### config.mk
export PLATFORM = sky130hd
export DESIGN_NAME = trailing_zeroes_decoder
export DESIGN_NICKNAME = d
export VERILOG_FILES = /design/src/rtl/trailing_zeroes_decoder.sv
export SDC_FILE = /design/constraint.sdc
export NUM_CORES = 1
export LEC_CHECK = 0
export CAP_MARGIN = 10
export CORE_MARGIN = 10
export CORE_UTILIZATION = 43
export DETAILED_ROUTE_END_ITERATION = 7
export GPL_TIMING_DRIVEN = 0
export PLACE_DENSITY = 0.74
export SYNTH_ARGS = -nofsm -noshare
export SYNTH_HDL_FRONTEND = slang
export SYNTH_SLANG_ARGS = --single-unit
### constraint.sdc
create_clock -name clk -period 1.2 [get_ports clk]
set_input_delay 0.24 -clock clk [delete_from_list [all_inputs] [get_ports clk]]
set_output_delay 0.24 -clock clk [all_outputs]
set_load 0.02 [all_outputs]
### src/rtl/trailing_zeroes_decoder.sv
// rtl/trailing_zeroes_decoder.sv - expands a trailing-zero count back into a one-hot word, serial LSB first
`timescale 1ns/1ps

module trailing_zeroes_decoder #(
  parameter int DATA_WIDTH = 4
) (
  input  logic                          clk,
  input  logic                          resetn,
  input  logic [$clog2(DATA_WIDTH):0]   din,
  input  logic                          din_valid,
  output logic                          din_ready,
  output logic                          dout_bit,
  output logic                          dout_valid,
  input  logic                          dout_ready,
  output logic                          dout_last,
  output logic [DATA_WIDTH-1:0]         word,
  output logic                          word_valid,
  output logic                          err
);

  localparam int CW = $clog2(DATA_WIDTH) + 1;
  localparam int IW = $clog2(DATA_WIDTH);
  localparam logic [CW-1:0] C_MAX  = CW'(DATA_WIDTH);
  localparam logic [IW-1:0] C_LAST = IW'(DATA_WIDTH - 1);

  typedef enum logic {
    S_IDLE  = 1'b0,
    S_SHIFT = 1'b1
  } state_t;

  state_t                r_state;
  state_t                w_state_next;
  logic [CW-1:0]         r_count;
  logic [IW-1:0]         r_index;
  logic [DATA_WIDTH-1:0] r_word;
  logic                  r_word_valid;
  logic                  r_err;

  logic                  w_in_hs;
  logic                  w_out_hs;
  logic                  w_is_last;
  logic                  w_bit;
  logic                  w_over;
  logic [DATA_WIDTH-1:0] w_word_next;

  assign w_in_hs   = din_valid && (r_state == S_IDLE);
  assign w_out_hs  = (r_state == S_SHIFT) && dout_ready;
  assign w_is_last = (r_index == C_LAST);
  assign w_bit     = ({1'b0, r_index} == r_count);
  assign w_over    = (din > C_MAX);

  always_ff @(posedge clk or negedge resetn) begin
    if (!resetn) begin
      r_state <= S_IDLE;
    end else begin
      r_state <= w_state_next;
    end
  end

  always_comb begin
    w_state_next = r_state;
    case (r_state)
      S_IDLE: begin
        if (din_valid) begin
          w_state_next = S_SHIFT;
        end
      end
      S_SHIFT: begin
        if (dout_ready && w_is_last) begin
          w_state_next = S_IDLE;
        end
      end
      default: begin
        w_state_next = S_IDLE;
      end
    endcase
  end

  // A clamped count of DATA_WIDTH matches no bit position, so the word comes out all zero.
  always_comb begin
    w_word_next = '0;
    for (int i = 0; i < DATA_WIDTH; i++) begin
      w_word_next[i] = (r_count == CW'(i));
    end
  end

  always_ff @(posedge clk or negedge resetn) begin
    if (!resetn) begin
      r_count      <= '0;
      r_index      <= '0;
      r_word       <= '0;
      r_word_valid <= 1'b0;
      r_err        <= 1'b0;
    end else begin
      r_word_valid <= 1'b0;
      r_err        <= 1'b0;
      if (w_in_hs) begin
        r_count <= w_over ? C_MAX : din;
        r_index <= '0;
        r_err   <= w_over;
      end
      if (w_out_hs) begin
        if (w_is_last) begin
          r_word       <= w_word_next;
          r_word_valid <= 1'b1;
          r_index      <= '0;
        end else begin
          r_index <= r_index + 1'b1;
        end
      end
    end
  end

  // Stream outputs derive from the state register so reset clears them without waiting for a clock.
  assign din_ready  = (r_state == S_IDLE);
  assign dout_valid = (r_state == S_SHIFT);
  assign dout_bit   = dout_valid && w_bit;
  assign dout_last  = dout_valid && w_is_last;
  assign word       = r_word;
  assign word_valid = r_word_valid;
  assign err        = r_err;

endmodule

==> flow_summary.yaml, run 1 <==
setup_path:
  start_kind: "flop"
  r2r_start: "r_index[1]$_DFFE_PN0P_"
  slowest_stage: "dfrtp_1"
  critPathRequiredTime_ns: 0.96
  worst-path-buf-inv: 2
  ff2ff_setup_slack_ns: -0.08
  path_delay_family: "flip-flops"
  crit_arrival_ns: 1.27
  reg2regPathDepth: 6
  timing.rr.end: "r_index[0]$_DFFE_PN0P_"
  criticalPathCategory: "reg -> out"
  cp_cell_sequence: "buf_6 > xor2_2 > nor4_4 > buf_4"
  endpoint_kind: "output pin"
  slowest_delay_ns: 0.42
  crit_fanout: 2
drt:
  drcViolationCount: 0
  wl_met2_um: 714
  wl_met1_um: 609
  dr_wl_met3_um: 62
  vias: 508
  topRoutingLayerUsed: "met4"
  drt_first_pass_iters: 2
  drtIter0Drc: 4
  ant_nets: 0
  drt-total-wl_um: 1390
  wire_per_inst_um: 14.4
  avgViaCountPerCell: 5.24
run_status:
  status: "finished with violations"
  violations: "negative setup slack"
cts:
  cts_root_buf: "clkbuf_4"
  hold_buffers: 0
  cts_inserted_buffers: 3
  clk_pin_slew_ns: 0.08
  cts_tree: "built"
  htreeDepth: 1
  clk_path_buf_depth: 2
  cts.sinks: 12
  clk-insertion-delay-late_ns: 0.27
synthesis:
  synthesis.area_sq_um: 564
  synth_area_leader_cell: "dfrtp_1"
  syn_area_per_cell_sq_um: 10.6
  synth.area.top_cells: "dfrtp_1, nand2_1, o21ai_0"
  ys_seq_area_share_pct: 53.2
  netlist_instances: 53
  ys_ff_latch: 12
  synthesis.nets: 61
  ys_warn_count: 0
  ys_types: 21
  yosysTopAreaCellShare_pct: 53.2
power:
  max-vdd-ir-drop_mv: 1.28
  switching_share_pct: 39.8
  power_density_nw_per_um2: 2560
  switchingPower_mw: 0.908
  power_leakage_nw: 0.416
  pwr-share-clk_pct: 13.8
  combPwrFrac_pct: 53.2
  p_int_mw: 1.37
  finalPower_mw: 2.28
  p_seq_share_pct: 33.1
timing:
  finalCritPeriodShare_pct: 126
  max_freq_ghz: 0.660
  hold_violations: 0
  relSlewSlack_pct: 63.9
  slew_violations: 0
  period_needed_ns: 1.51
  layout_setup_ws_ns: -0.315
  setup_tns_ns: -0.668
  tightest_slew_ns: 0.539
  rsz0062_at_grt: "yes"
  finalSetupViolCount: 3
  clock_skew_ns: 0.00429
grt:
  track_usage_pct: 8.63
  grt_overflow_total: 0
  antenna_found_initial: 0
  grt_pass1_vias: 529
  grt_max_degree: 13
  grt_pass1_wl_um: 2260
placed_design:
  gp_routability_congestion: 0.755
  io_buffer_count: 16
  dp_hpwl_um: 869
run:
  cap_violations: 0
floorplan:
  row_count: 12
  io_pins: 17
  fp.dieH_um: 56.2
  initial_core_util_pct: 48.2
  dieWidth_um: 56.2
  core_sq_um: 1170
  die-area_sq_um: 3160
layout:
  nets: 92
  diodes: 0
  fill_cells: 83
  drive_gt1_share_pct: 44.6
  layout_commonest_cell: "nand2_1"
  layout_common_cells: "nand2_1, dfrtp_1, buf_4"
  area_growth_pct: 58.1
hold_path:
  hold_path_class: "in -> async"
## area by class of cell
class / count / area, sq um / share of cell area [%]
multi-input cells: 39 / 305 / 34.2
repair buffers: 25 / 214 / 24.0
flip-flops and latches: 12 / 305 / 34.2
well taps: 14 / 17.5 / 1.96
clock buffers: 4 / 36.3 / 4.07
inverters: 3 / 13.8 / 1.54
## per-layer routing
layer	GRT usage [%]	vias up
li1	-	244
met1	9.73	251
met2	13.5	11
met3	3.19	2
met4	4.78	0
met5	0	-
## synth_stat cells
cell and count:
dfrtp_1 12, nand2_1 10, o21ai_0 6, nor2_1 5, inv_1 2, nand2b_1 2, xor2_1 2, a21oi_1 1
and2_2 1, ha_1 1, inv_2 1, mux2_4 1, mux2i_1 1, nand2b_4 1, nand3_4 1, nand3b_1 1
nor3b_1 1, nor4_2 1, o21ai_1 1, o22ai_1 1, o41ai_2 1
## logic make-up after synthesis
kind of cell / after synthesis / share of synthesized area, %
AOI/OAI and AO/OA: 10 / 11.1
DFF: 12 / 53.2
muxes: 2 / 4.43
adders and majority gates: 1 / 2.22
buffers and inverters: 3 / 2.00
and+or+nand+nor: 23 / 23.9
xor gates and xnor gates: 2 / 3.10
## repair_timing
item / in CTS / in global routing
setup buffers: 9 / 1
gates resized for setup: 37 / 12
pin swaps: 4 / 3
setup endpoints to repair: 10 / 14
gates cloned: 0 / 1
## power by group through the flow
stage	combinational, mW	clock [mW]	sequential [mW]
final	1.21	0.314	0.754
after floorplan	0.505	0	0.822
after global routing	1.33	0.352	0.778
after global placement	0.894	0	0.771
after detailed placement	0.909	0	0.776
after CTS	1.15	0.327	0.730
## sequential cells by signal, indices dropped and copies added (netlist names)
name / flops
word_valid: 1
r_count: 3
word: 4
r_index: 2
dout_valid: 1
err: 1
## how the worst max path moves through the flow
stage	start	to	slack (ns)	cells after the start
after floorplan	r_index[1]$_DFFE_PN0P_	dout_bit	-0.05	2
after global placement	r_index[1]$_DFFE_PN0P_	dout_bit	-0.57	3
after detailed placement	r_index[1]$_DFFE_PN0P_	dout_bit	-0.57	3
after CTS	r_count[1]$_DFFE_PN0P_	dout_bit	-0.37	3
after global routing	r_index[0]$_DFFE_PN0P_	dout_bit	-0.37	4
final	r_index[0]$_DFFE_PN0P_	dout_bit	-0.31	4
## metrics by stage
stage	area, sq um	util [%]	hold slack (ns)	cells	setup WS [ns]
global placement	761	65.0	0.464	83	-0.575
CTS	880	75.1	0.340	96	-0.375
detailed placement	761	65.0	0.470	83	-0.574
finish	892	76.2	0.320	97	-0.315
global route	892	76.2	0.361	97	-0.371
floorplan	583	-	-0.0556	53	-0.0477
Note: power is estimated with default switching activity, not from simulation.
==> inputs of run 2 (changes only) <==
--- a/config.mk
+++ b/config.mk
@@ -6,7 +6,7 @@
 export NUM_CORES = 1
 export LEC_CHECK = 0
 export CAP_MARGIN = 10
-export CORE_MARGIN = 10
+export CORE_MARGIN = 2
 export CORE_UTILIZATION = 43
 export DETAILED_ROUTE_END_ITERATION = 7
 export GPL_TIMING_DRIVEN = 0
==> flow_summary.yaml, run 2 (synthesized netlist as in run 1, its figures left out) <==
setup_path:
  endpoint_kind: "output pin"
  critPathRequiredTime_ns: 0.96
  endpoint: "dout_last"
  crit_arrival_ns: 1.33
  ff2ff_setup_slack_ns: 0.01
  criticalPathCategory: "reg -> out"
  crit_fanout: 4
  crit_path_start: "r_index[0]$_DFFE_PN0P_"
  timing.rr.end: "r_count[2]$_DFFE_PN0P_"
  reg2regPathDepth: 3
  start_kind: "flop"
  r2r_start: "dout_valid$_DFF_PN0_"
run_status:
  status: "finished with violations"
  violations: "negative setup slack"
timing:
  max_freq_ghz: 0.635
  holdWs_ns: 0.306
  clock_skew_ns: 0.00533
  finalCritPeriodShare_pct: 131
  hold_violations: 0
  tightest_slew_ns: 0.520
  layout_setup_ws_ns: -0.375
  rsz0062_at_grt: "yes"
  finalSetupViolCount: 3
  period_needed_ns: 1.57
  relSlewSlack_pct: 65.2
  slew_violations: 0
drt:
  drt_first_pass_iters: 4
  vias: 435
  ant_nets: 0
  avgViaCountPerCell: 4.73
  drtIter0Drc: 4
  drcViolationCount: 0
  drt-total-wl_um: 1060
  wire_per_inst_um: 11.5
layout:
  final_cells: 92
  layout_common_cells: "nand2_1, dfrtp_1, o21ai_0, clkdlybuf4s50_1"
  drive_gt1_share_pct: 36.4
  layout_commonest_cell: "nand2_1"
  area_growth_pct: 44.6
  diodes: 0
  nets: 86
  largest_reg_flops: 4
power:
  power_density_nw_per_um2: 2500
  max-vdd-ir-drop_mv: 1.46
  power_leakage_nw: 0.383
cts:
  clk-insertion-delay-late_ns: 0.27
  clk_pin_slew_ns: 0.08
  htreeDepth: 1
  cts_tree: "built"
  cts.sinks: 12
  cts_root_buf: "clkbuf_4"
  hold_buffers: 0
  cts_inserted_buffers: 3
  clk_path_buf_depth: 2
grt:
  track_usage_pct: 16.5
  antenna_found_initial: 0
  grt_max_degree: 13
  grt_pass1_vias: 377
  grt_pass1_wl_um: 1650
  grt_overflow_total: 0
placed_design:
  io_buffer_count: 16
  place_inst: 84
  gp_routability_congestion: 0.705
floorplan:
  row_count: 13
  dieWidth_um: 40.2
  io_pins: 17
  core_sq_um: 1270
  die-area_sq_um: 1620
  fp.dieH_um: 40.2
  initial_core_util_pct: 44.5
hold_path:
  hold_path_class: "in -> async"
run:
  cap_violations: 0
==> run 2: area by class of cell <==
class,instances,area [sq um]
Fill cell,122,453
Sequential cell,12,304
Timing Repair Buffer,20,171
Clock buffer,4,36.3
Tap cell,15,18.8
Inverter,3,13.8
Multi-Input combinational cell,38,272
==> run 2: timing repair <==
action	4_1_cts	5_1_grt
pin swaps	2	0
buffers inserted	3	1
setup endpoints to repair	10	9
gates resized for setup	33	6
==> run 2: worst min path at each step <==
stage	end	slack [ns]	cells after the start	start
6_report	word_valid$_DFF_PN0_	0.31	1	resetn
3_5_place_dp	word[0]$_DFFE_PN0P_	0.47	2	word[0]$_DFFE_PN0P_
5_1_grt	word_valid$_DFF_PN0_	0.35	1	resetn
3_3_place_gp	word[1]$_DFFE_PN0P_	0.46	2	word[1]$_DFFE_PN0P_
4_1_cts	word_valid$_DFF_PN0_	0.31	1	resetn
2_1_floorplan	dout_valid$_DFF_PN0_	-0.06	0	resetn
==> run 2: power by group <==
group / leakage (nW) / switching [mW] / internal (mW) / total, mW
registers: 0.151 / 0.167 / 0.563 / 0.730
clock network: 0.0210 / 0.133 / 0.184 / 0.318
logic: 0.212 / 0.514 / 0.481 / 0.994
==> run 2: stage by stage <==
stage / utilization, % / area [sq um] / worst slack (ns) / total power, mW / TNS [ns]
4_1_cts: 65.6 / 832 / -0.381 / 2.06 / -0.871
5_1_grt: 64.3 / 816 / -0.427 / 2.19 / -1.06
3_3_place_gp: 60.1 / 762 / -0.561 / 1.64 / -1.70
3_5_place_dp: 60.1 / 762 / -0.613 / 1.68 / -2.14
6_report: 64.3 / 816 / -0.375 / 2.04 / -0.827
2_1_floorplan: - / 583 / -0.0477 / 1.33 / -0.0477
==> run 2: critical path, cell delays in order (launching register included) <==
cell and delay, ns:
dfrtp_1 0.43, ha_2 0.22, and2_2 0.17, clkdlybuf4s15_2 0.24
==> run 2: metal layers <==
| metal | up-vias | GRT usage [%] | share of wire [%] |
|---|---|---|---|
| met5 | - | 0 | 0 |
| met3 | 0 | 10.0 | 6.7 |
| met1 | 197 | 19.0 | 44 |
| met4 | 0 | 2.50 | 0 |
| met2 | 14 | 26.6 | 49 |
| li1 | 224 | - | - |
